`src/rtl/fifo_uart_tx_if.sv`:
```
// FIFO read port and UART line status bundle for fifo_uart_tx.
// master: the drain stage; slave: the FIFO / pin side.
interface fifo_uart_tx_if #(
   parameter int unsigned DATA_WIDTH = 8
);
   logic                  tx_enable;
   logic                  fifo_empty;
   logic [DATA_WIDTH-1:0] fifo_data;
   logic                  fifo_rd_en;
   logic                  tx;
   logic                  busy;
   logic                  tx_done;

   modport master (
      input  tx_enable,
      input  fifo_empty,
      input  fifo_data,
      output fifo_rd_en,
      output tx,
      output busy,
      output tx_done
   );

   modport slave (
      output tx_enable,
      output fifo_empty,
      output fifo_data,
      input  fifo_rd_en,
      input  tx,
      input  busy,
      input  tx_done
   );
endinterface

```
`src/rtl/fifo_uart_tx.sv`:
```
// Drains a synchronous FIFO one word at a time onto a UART line (start, LSB-first data, stop).
// Define UART_PARITY_EN to insert an even-parity bit between the data and stop bits.
module fifo_uart_tx #(
   parameter int unsigned CLKS_PER_BIT = 16,
   parameter int unsigned DATA_WIDTH   = 8,
   parameter int unsigned STOP_BITS    = 1
) (
   input  logic           clk,
   input  logic           rst_n,
   fifo_uart_tx_if.master bus
);

   localparam int unsigned CntW = (CLKS_PER_BIT > 1) ? $clog2(CLKS_PER_BIT) : 1;
   localparam int unsigned IdxW = $clog2(DATA_WIDTH + STOP_BITS + 1);

   localparam logic [CntW-1:0] BaudLast   = CntW'(CLKS_PER_BIT - 1);
   localparam logic [CntW-1:0] BaudPenult = CntW'(CLKS_PER_BIT - 2);
   localparam logic [IdxW-1:0] DataLast   = IdxW'(DATA_WIDTH - 1);
   localparam logic [IdxW-1:0] StopLast   = IdxW'(STOP_BITS - 1);

   typedef enum logic [2:0] {
      StIdle,
      StFetch,
      StLoad,
      StStart,
      StData,
`ifdef UART_PARITY_EN
      StParity,
`endif
      StStop
   } state_e;

   state_e                state_q;
   logic [CntW-1:0]       baud_cnt_q;
   logic [IdxW-1:0]       bit_idx_q;
   logic [DATA_WIDTH-1:0] shift_q;
   logic [DATA_WIDTH-1:0] shift_nxt;
   logic                  tx_q;
   logic                  busy_q;
   logic                  rd_en_q;
   logic                  done_q;
`ifdef UART_PARITY_EN
   logic                  parity_q;
`endif

   logic baud_last;
   logic can_start;

   always_comb begin
      shift_nxt = shift_q >> 1;
      baud_last = (baud_cnt_q == BaudLast);
      can_start = bus.tx_enable && !bus.fifo_empty;
   end

   always_ff @(posedge clk) begin
      if (!rst_n) begin
         state_q    <= StIdle;
         baud_cnt_q <= '0;
         bit_idx_q  <= '0;
         shift_q    <= '0;
         tx_q       <= 1'b1;
         busy_q     <= 1'b0;
         rd_en_q    <= 1'b0;
         done_q     <= 1'b0;
`ifdef UART_PARITY_EN
         parity_q   <= 1'b0;
`endif
      end else begin
         rd_en_q <= 1'b0;
         done_q  <= 1'b0;
         unique case (state_q)
            StIdle: begin
               if (can_start) begin
                  state_q <= StFetch;
                  rd_en_q <= 1'b1;
                  busy_q  <= 1'b1;
               end
            end
            StFetch: begin
               state_q <= StLoad;
            end
            // FIFO data is valid now, one cycle after the pop strobe.
            StLoad: begin
               shift_q    <= bus.fifo_data;
`ifdef UART_PARITY_EN
               parity_q   <= ^bus.fifo_data;
`endif
               tx_q       <= 1'b0;
               baud_cnt_q <= '0;
               state_q    <= StStart;
            end
            StStart: begin
               if (baud_last) begin
                  state_q    <= StData;
                  tx_q       <= shift_q[0];
                  baud_cnt_q <= '0;
                  bit_idx_q  <= '0;
               end else begin
                  baud_cnt_q <= baud_cnt_q + CntW'(1);
               end
            end
            StData: begin
               if (baud_last) begin
                  baud_cnt_q <= '0;
                  if (bit_idx_q == DataLast) begin
                     bit_idx_q <= '0;
`ifdef UART_PARITY_EN
                     state_q   <= StParity;
                     tx_q      <= parity_q;
`else
                     state_q   <= StStop;
                     tx_q      <= 1'b1;
`endif
                  end else begin
                     shift_q   <= shift_nxt;
                     tx_q      <= shift_nxt[0];
                     bit_idx_q <= bit_idx_q + IdxW'(1);
                  end
               end else begin
                  baud_cnt_q <= baud_cnt_q + CntW'(1);
               end
            end
`ifdef UART_PARITY_EN
            StParity: begin
               if (baud_last) begin
                  state_q    <= StStop;
                  tx_q       <= 1'b1;
                  baud_cnt_q <= '0;
                  bit_idx_q  <= '0;
               end else begin
                  baud_cnt_q <= baud_cnt_q + CntW'(1);
               end
            end
`endif
            StStop: begin
               // Raised one edge early so the registered pulse lands on the final cycle.
               if (bit_idx_q == StopLast && baud_cnt_q == BaudPenult) begin
                  done_q <= 1'b1;
               end
               if (baud_last) begin
                  baud_cnt_q <= '0;
                  if (bit_idx_q == StopLast) begin
                     bit_idx_q <= '0;
                     if (can_start) begin
                        state_q <= StFetch;
                        rd_en_q <= 1'b1;
                     end else begin
                        state_q <= StIdle;
                        busy_q  <= 1'b0;
                     end
                  end else begin
                     bit_idx_q <= bit_idx_q + IdxW'(1);
                  end
               end else begin
                  baud_cnt_q <= baud_cnt_q + CntW'(1);
               end
            end
            default: begin
               state_q <= StIdle;
            end
         endcase
      end
   end

   assign bus.fifo_rd_en = rd_en_q;
   assign bus.tx         = tx_q;
   assign bus.busy       = busy_q;
   assign bus.tx_done    = done_q;

endmodule

```
`src/flat_wrapper.sv`:
```
// flat-port wrapper written by rule: the top's interface ports become plain ports
module fifo_uart_tx_flat 
#(
   parameter int unsigned CLKS_PER_BIT = 16,
   parameter int unsigned DATA_WIDTH   = 8,
   parameter int unsigned STOP_BITS    = 1
)
  (clk, rst_n, bus_tx_enable, bus_fifo_empty, bus_fifo_data, bus_fifo_rd_en, bus_tx, bus_busy, bus_tx_done);
  fifo_uart_tx_if #(.DATA_WIDTH(DATA_WIDTH)) bus_i ();
  input  logic clk;
  input  logic rst_n;
  input wire logic [$bits(bus_i.tx_enable)-1:0] bus_tx_enable;
  input wire logic [$bits(bus_i.fifo_empty)-1:0] bus_fifo_empty;
  input wire logic [$bits(bus_i.fifo_data)-1:0] bus_fifo_data;
  output wire logic [$bits(bus_i.fifo_rd_en)-1:0] bus_fifo_rd_en;
  output wire logic [$bits(bus_i.tx)-1:0] bus_tx;
  output wire logic [$bits(bus_i.busy)-1:0] bus_busy;
  output wire logic [$bits(bus_i.tx_done)-1:0] bus_tx_done;
  assign bus_i.tx_enable = bus_tx_enable;
  assign bus_i.fifo_empty = bus_fifo_empty;
  assign bus_i.fifo_data = bus_fifo_data;
  assign bus_fifo_rd_en = bus_i.fifo_rd_en;
  assign bus_tx = bus_i.tx;
  assign bus_busy = bus_i.busy;
  assign bus_tx_done = bus_i.tx_done;
  fifo_uart_tx #(.CLKS_PER_BIT(CLKS_PER_BIT), .DATA_WIDTH(DATA_WIDTH), .STOP_BITS(STOP_BITS)) u_core (.clk(clk), .rst_n(rst_n), .bus(bus_i));
endmodule
```
`config.mk`:
```
export PLATFORM = sky130hd
export DESIGN_NAME = fifo_uart_tx_flat
export DESIGN_NICKNAME = d
export VERILOG_FILES = /design/src/rtl/fifo_uart_tx_if.sv /design/src/rtl/fifo_uart_tx.sv /design/src/flat_wrapper.sv
export SDC_FILE = /design/constraint.sdc
export NUM_CORES = 1
export LEC_CHECK = 0
export BUFFER_PORTS_ARGS = -buffer_cell sky130_fd_sc_hd__buf_4
export CAP_MARGIN = 20
export CORE_UTILIZATION = 50
export DETAILED_ROUTE_END_ITERATION = 8
export GPL_ROUTABILITY_DRIVEN = 0
export PLACE_DENSITY = 0.7
export SYNTH_ARGS = -nofsm -noshare
export SYNTH_HDL_FRONTEND = slang
export SYNTH_SLANG_ARGS = --single-unit
```
`constraint.sdc`:
```
create_clock -name clk -period 2.25 [get_ports clk]
set_clock_uncertainty 0.05 [all_clocks]
set_input_delay 0.1125 -clock clk [delete_from_list [all_inputs] [get_ports clk]]
set_output_delay 0.1125 -clock clk [all_outputs]
set_load 0.02 [all_outputs]
```
# After elaboration in Yosys (flattened, before gate mapping)
# Index checks and enable logic that the tools add are counted.
# totals
register_bits,23
in_bits,12
word_cells,76
# op_classes
add_sub_neg,2
n_mux,33
n_reduce_logical,17
n_eq_ne,16
# op_table
operator,count
$mux W4,6
$mux W3,6
$pmux W3 S6,1
$mux W8,2
$pmux W8 S2,1
$mux W1,12
$ne A2 B1 Y1 const B,6
$pmux W4 S3,1
$add A4 B1 Y4 const B,2
$eq A4 B4 Y1 const B,2
$pmux W4 S2,1
$eq A3 B2 Y1 const B,2
$eq A3 B3 Y1 const B,2
$reduce_and A3 Y1,2
$reduce_and A6 Y1,1
$reduce_bool A2 Y1,3
$reduce_bool A3 Y1,2
$reduce_and A5 Y1,1
$eq A4 B3 Y1 const B,1
$logic_not A4 Y1,1
$ne A2 B2 Y1 const B,2
$pmux W1 S2,2
$reduce_and A4 Y1,1
$eq A3 B1 Y1 const B,1
6 further kinds,7

# Longest topological paths before layout
# depth
depth_word,6
mapped_depth,7
ltp_nobuf,6

# Least setup slack after synthesis
# OpenSTA, ideal clock, no wires.
# synth_path
path_type,reg2reg
from,register u_core.baud_cnt_q[1]
to,register u_core.shift_q[6]
path_stages_with_launch,8
path_slack_ps,553
period_less_slack_ps,1697
arrival_ps,1581
setup_time_ps,66
n_path_buf,2
required_time_ps,2134
path_cell_list,dfxtp_1 > ha_1 > and3_1 > buf_6 > a31oi_4 > buf_6 > or3_1 > a21boi_2
# synth_between
elab_chain_len,3
# synth_lines
element,line_no,rtl
from (decl),fifo_uart_tx.sv:34,logic [CntW-1:0] baud_cnt_q;
from (signal assigned),fifo_uart_tx.sv:99,baud_cnt_q <= baud_cnt_q + CntW'(1);
from (signal assigned),fifo_uart_tx.sv:120,baud_cnt_q <= baud_cnt_q + CntW'(1);
from (signal assigned),fifo_uart_tx.sv:155,baud_cnt_q <= baud_cnt_q + CntW'(1);
$eq A4 B4 Y1,fifo_uart_tx.sv:51,baud_last = (baud_cnt_q == BaudLast);
$ne A2 B1 Y1 (no line),--,
$reduce_and A3 Y1 (no line),--,
to (signal assigned),fifo_uart_tx.sv:84,shift_q <= bus.fifo_data;
to (signal assigned),fifo_uart_tx.sv:115,shift_q <= shift_nxt;
to (decl),fifo_uart_tx.sv:36,logic [DATA_WIDTH-1:0] shift_q;
# Every way passes these cells.
# A chain may end at the register's enable or synchronous reset.

# Worst setup path after layout
# layout_path
from,register u_core.state_q[1]
to,register u_core.baud_cnt_q[3]
# layout_between
elab_chain_len,3
# layout_lines
element,line_no,rtl
from (decl),fifo_uart_tx.sv:33,state_e state_q;
from (signal assigned),fifo_uart_tx.sv:57,state_q <= StIdle;
from (signal assigned),fifo_uart_tx.sv:74,state_q <= StFetch;
from (signal assigned),fifo_uart_tx.sv:80,state_q <= StLoad;
$eq A3 B2 Y1 or $eq A3 B3 Y1 (tied branches),fifo_uart_tx.sv:71,unique case (state_q)
$reduce_or A3 Y1 (no line),--,
$pmux W4 S2 or $reduce_bool A2 Y1 (tied branches),--,
# Parallel ways exist; a longest one is shown, timed or not.

==> summary.txt <==
Critical path
  • Worst reg-to-reg setup slack: 0.27 ns
  • Critical path capture point type: register
  • Worst Path Required: 2.42 ns
  • Worst Path Class, Setup: register to register
  • Critical Path Source Type: register
  • Critical Path AT: 2.16 ns
  • Crit-path max FO: 19

Timing
  • Setup violators final: 0
  • Max Slew Vio Count: 0
  • Worst setup slack after layout: 0.265 ns
  • Setup TNS: 0 ns
  • Final period utilization: 88.2%
  • RSZ-0062 raised after global routing: false
  • Slew headroom: 60.5%
  • Min cycle time layout: 1.98 ns
  • Final Hold Fails: 0
  • Worst-Margin Slew: 0.591 ns
  • F_max: 504 MHz

Synthesis
  • Post-synth ARST share: 0%
  • Cell count after synthesis: 155
  • Most used DFF post-synth: dfxtp_1
  • #FFs+latches synth: 23
  • YS warnings: 0
  • Post-synth cell types: 43
  • Syn Std Cell Area: 1370 um^2
  • EDFF count, synth: 0
  • Mean Syn Cell Area: 8.86 um^2
  • Net count after synthesis: 171
  • Register area share after synthesis: 33.5%

Final layout
  • Fin cells: 195
  • Register area: 460 um^2
  • Area Overhead vs Synth: 9.11%
  • # diodes: 0
  • Fill cell count: 222
  • Share of cells above drive strength 1: 17.6%
  • Area of the multi-input gates: 808 um^2
  • Post-layout net count: 182

Drt
  • Drt pass-1 iters: 4
  • WL per Instance: 13.6 um
  • Met3 wire length: 106 um
  • Wire length on met1: 1310 um
  • DR vias: 1164
  • Post-route ant nets: 0
  • Met2 wire len: 1220 um
  • Initial DRC count: 9
  • DRT Wirelength: 2660 um
  • Top Metal Used: met4
  • Drt drc: 0
  • Vias per inst: 5.97

Clock network
  • Clock H-tree levels: 1
  • Worst-case clock buffer depth: 2
  • Gates resized, CTS repair: 0
  • Num CTS Buffers: 3
  • CTS tree: built
  • Worst-path clk slew: 0.13 ns
  • CTS Root Cell: clkbuf_4
  • Hold_buf cts: 0
  • Sink Count: 23
  • Setup Fix Bufs, Post-CTS: 0
  • Skew-Pair Late Insertion Delay: 0.31 ns

GRT
  • Global-route wire length before repair: 4440 um
  • Vias in the first global route: 1046
  • Total gr overflow: 0
  • Tot GR Track Use: 20.5%
  • Largest net degree at the start of global routing: 25
  • Initial antenna violation count: 0

Power and ir drop
  • Peak VDD IR: 0.371 mV
  • Leakage: 0.532 nW
  • PD cells: 534 nW/um^2

Die
  • Initial Utilization: 54.0%
  • Area of the die: 2960 um^2
  • Die Ht: 54.4 um
  • IO Pins: 16
  • Core Box Area: 2540 um^2
  • # rows: 18
  • Die W: 54.4 um

Place
  • Cell count after placement: 191
  • Port-buffer cells: 15
  • Pre-CTS setup slack: 0.312 ns
  • Half-perimeter wire length after placement: 1890 um

Outcome
  • Outcome: completed

Run
  • Max-capacitance violation count: 0

Worst hold path
  • Hold/Removal Path Class: input port to register
## cell usage in the layout, fill, tap and decap left out, types with 3 or more instances in the layout
cell	instances
a21boi_0	9
a21oi_1	9
buf_4	20
clkbuf_4	3
dfxtp_1	23
ha_1	4
inv_1	4
mux2i_1	8
nand2_1	6
nand2b_1	4
nand3_1	5
nand3b_1	4
nor2_1	4
nor2b_1	6
o211a_1	3
o21a_1	3
o21ai_0	14
or3_1	8
## through the flow
stage | utilization, % | hold slack (ns) | cell area, um^2 | power (W)
after CTS | 58.9 | 0.0208 | 1500 | 0.000808
after global routing | 58.9 | 0.0383 | 1500 | 0.000845
final | 58.9 | 0.0252 | 1500 | 0.000800
after detailed placement | 57.8 | 0.371 | 1470 | 0.000615
after global placement | 57.8 | 0.366 | 1470 | 0.000610
after floorplan | - | 0.200 | 1370 | 0.000574
## synthesized netlist by cell type, types with 5 or more instances
master    number  area, um^2
nand3_1        5        25.0
a21boi_0       9        67.6
a21oi_1        9        45.0
dfxtp_1       23         460
nand2_1        6        22.5
or3_1          8        50.1
mux2i_1        8        80.1
o21ai_0       14        70.1
clkbuf_1       5        18.8
nor2b_1        6        37.5
## layout make-up
class | instances | share of cell area [%]
Clock buffer | 3 | 1.50
Inverter | 4 | 1.00
Clock inverter | 1 | 0.334
Multi-Input combinational cell | 114 | 53.9
Timing Repair Buffer | 20 | 10.0
Tap cell | 30 | 2.50
Sequential cell | 23 | 30.7
## cells by family after synthesis
| logic type | synth area share, % |
|---|---|
| compound gates | 28.1 |
| mux | 5.83 |
| fa+ha+maj | 3.64 |
| flops | 33.5 |
| buf+inv | 7.65 |
| simple gates | 21.2 |
## state kept, by name, summed over array words and instances, names as in the netlist
signal and flops:
u_core.bus.fifo_rd_en 1, u_core.bus.tx_done 1, u_core.shift_q 8, u_core.bus.tx 1, u_core.bus.busy 1, u_core.baud_cnt_q 4, u_core.bit_idx_q 4, u_core.state_q 3
## power breakdown
group	internal, W	switching (W)
sequential	0.000431	0.0000356
clock	0.0000665	0.000127
combinational	0.0000714	0.0000687
## critical path, cell delays in order (launching register included)
cell	delay [ns]
dfxtp_1	0.72
nor2b_1	0.14
buf_4	0.19
o21ai_0	0.42
nor2_1	0.10
o221a_2	0.28
## layer usage
| metal | vias to the layer above | GRT usage, % |
|---|---|---|
| met3 | 5 | 3.33 |
| met5 | - | 0 |
| li1 | 595 | - |
| met4 | 0 | 7.26 |
| met2 | 24 | 33.7 |
| met1 | 540 | 26.6 |
## path summary, 6_finish.rpt
| kind | startpoint | endpoint | cells after the start |
|---|---|---|---|
| setup reg to reg | u_core.state_q[1] | u_core.baud_cnt_q[3] | 5 |
| hold reg to reg | u_core.shift_q[5] | u_core.shift_q[5] | 2 |
| hold / removal | bus_fifo_data[7] | u_core.shift_q[7] | 3 |
| setup / recovery | u_core.state_q[1] | u_core.baud_cnt_q[3] | 5 |
No activity file was read; power rests on OpenSTA's default activity.
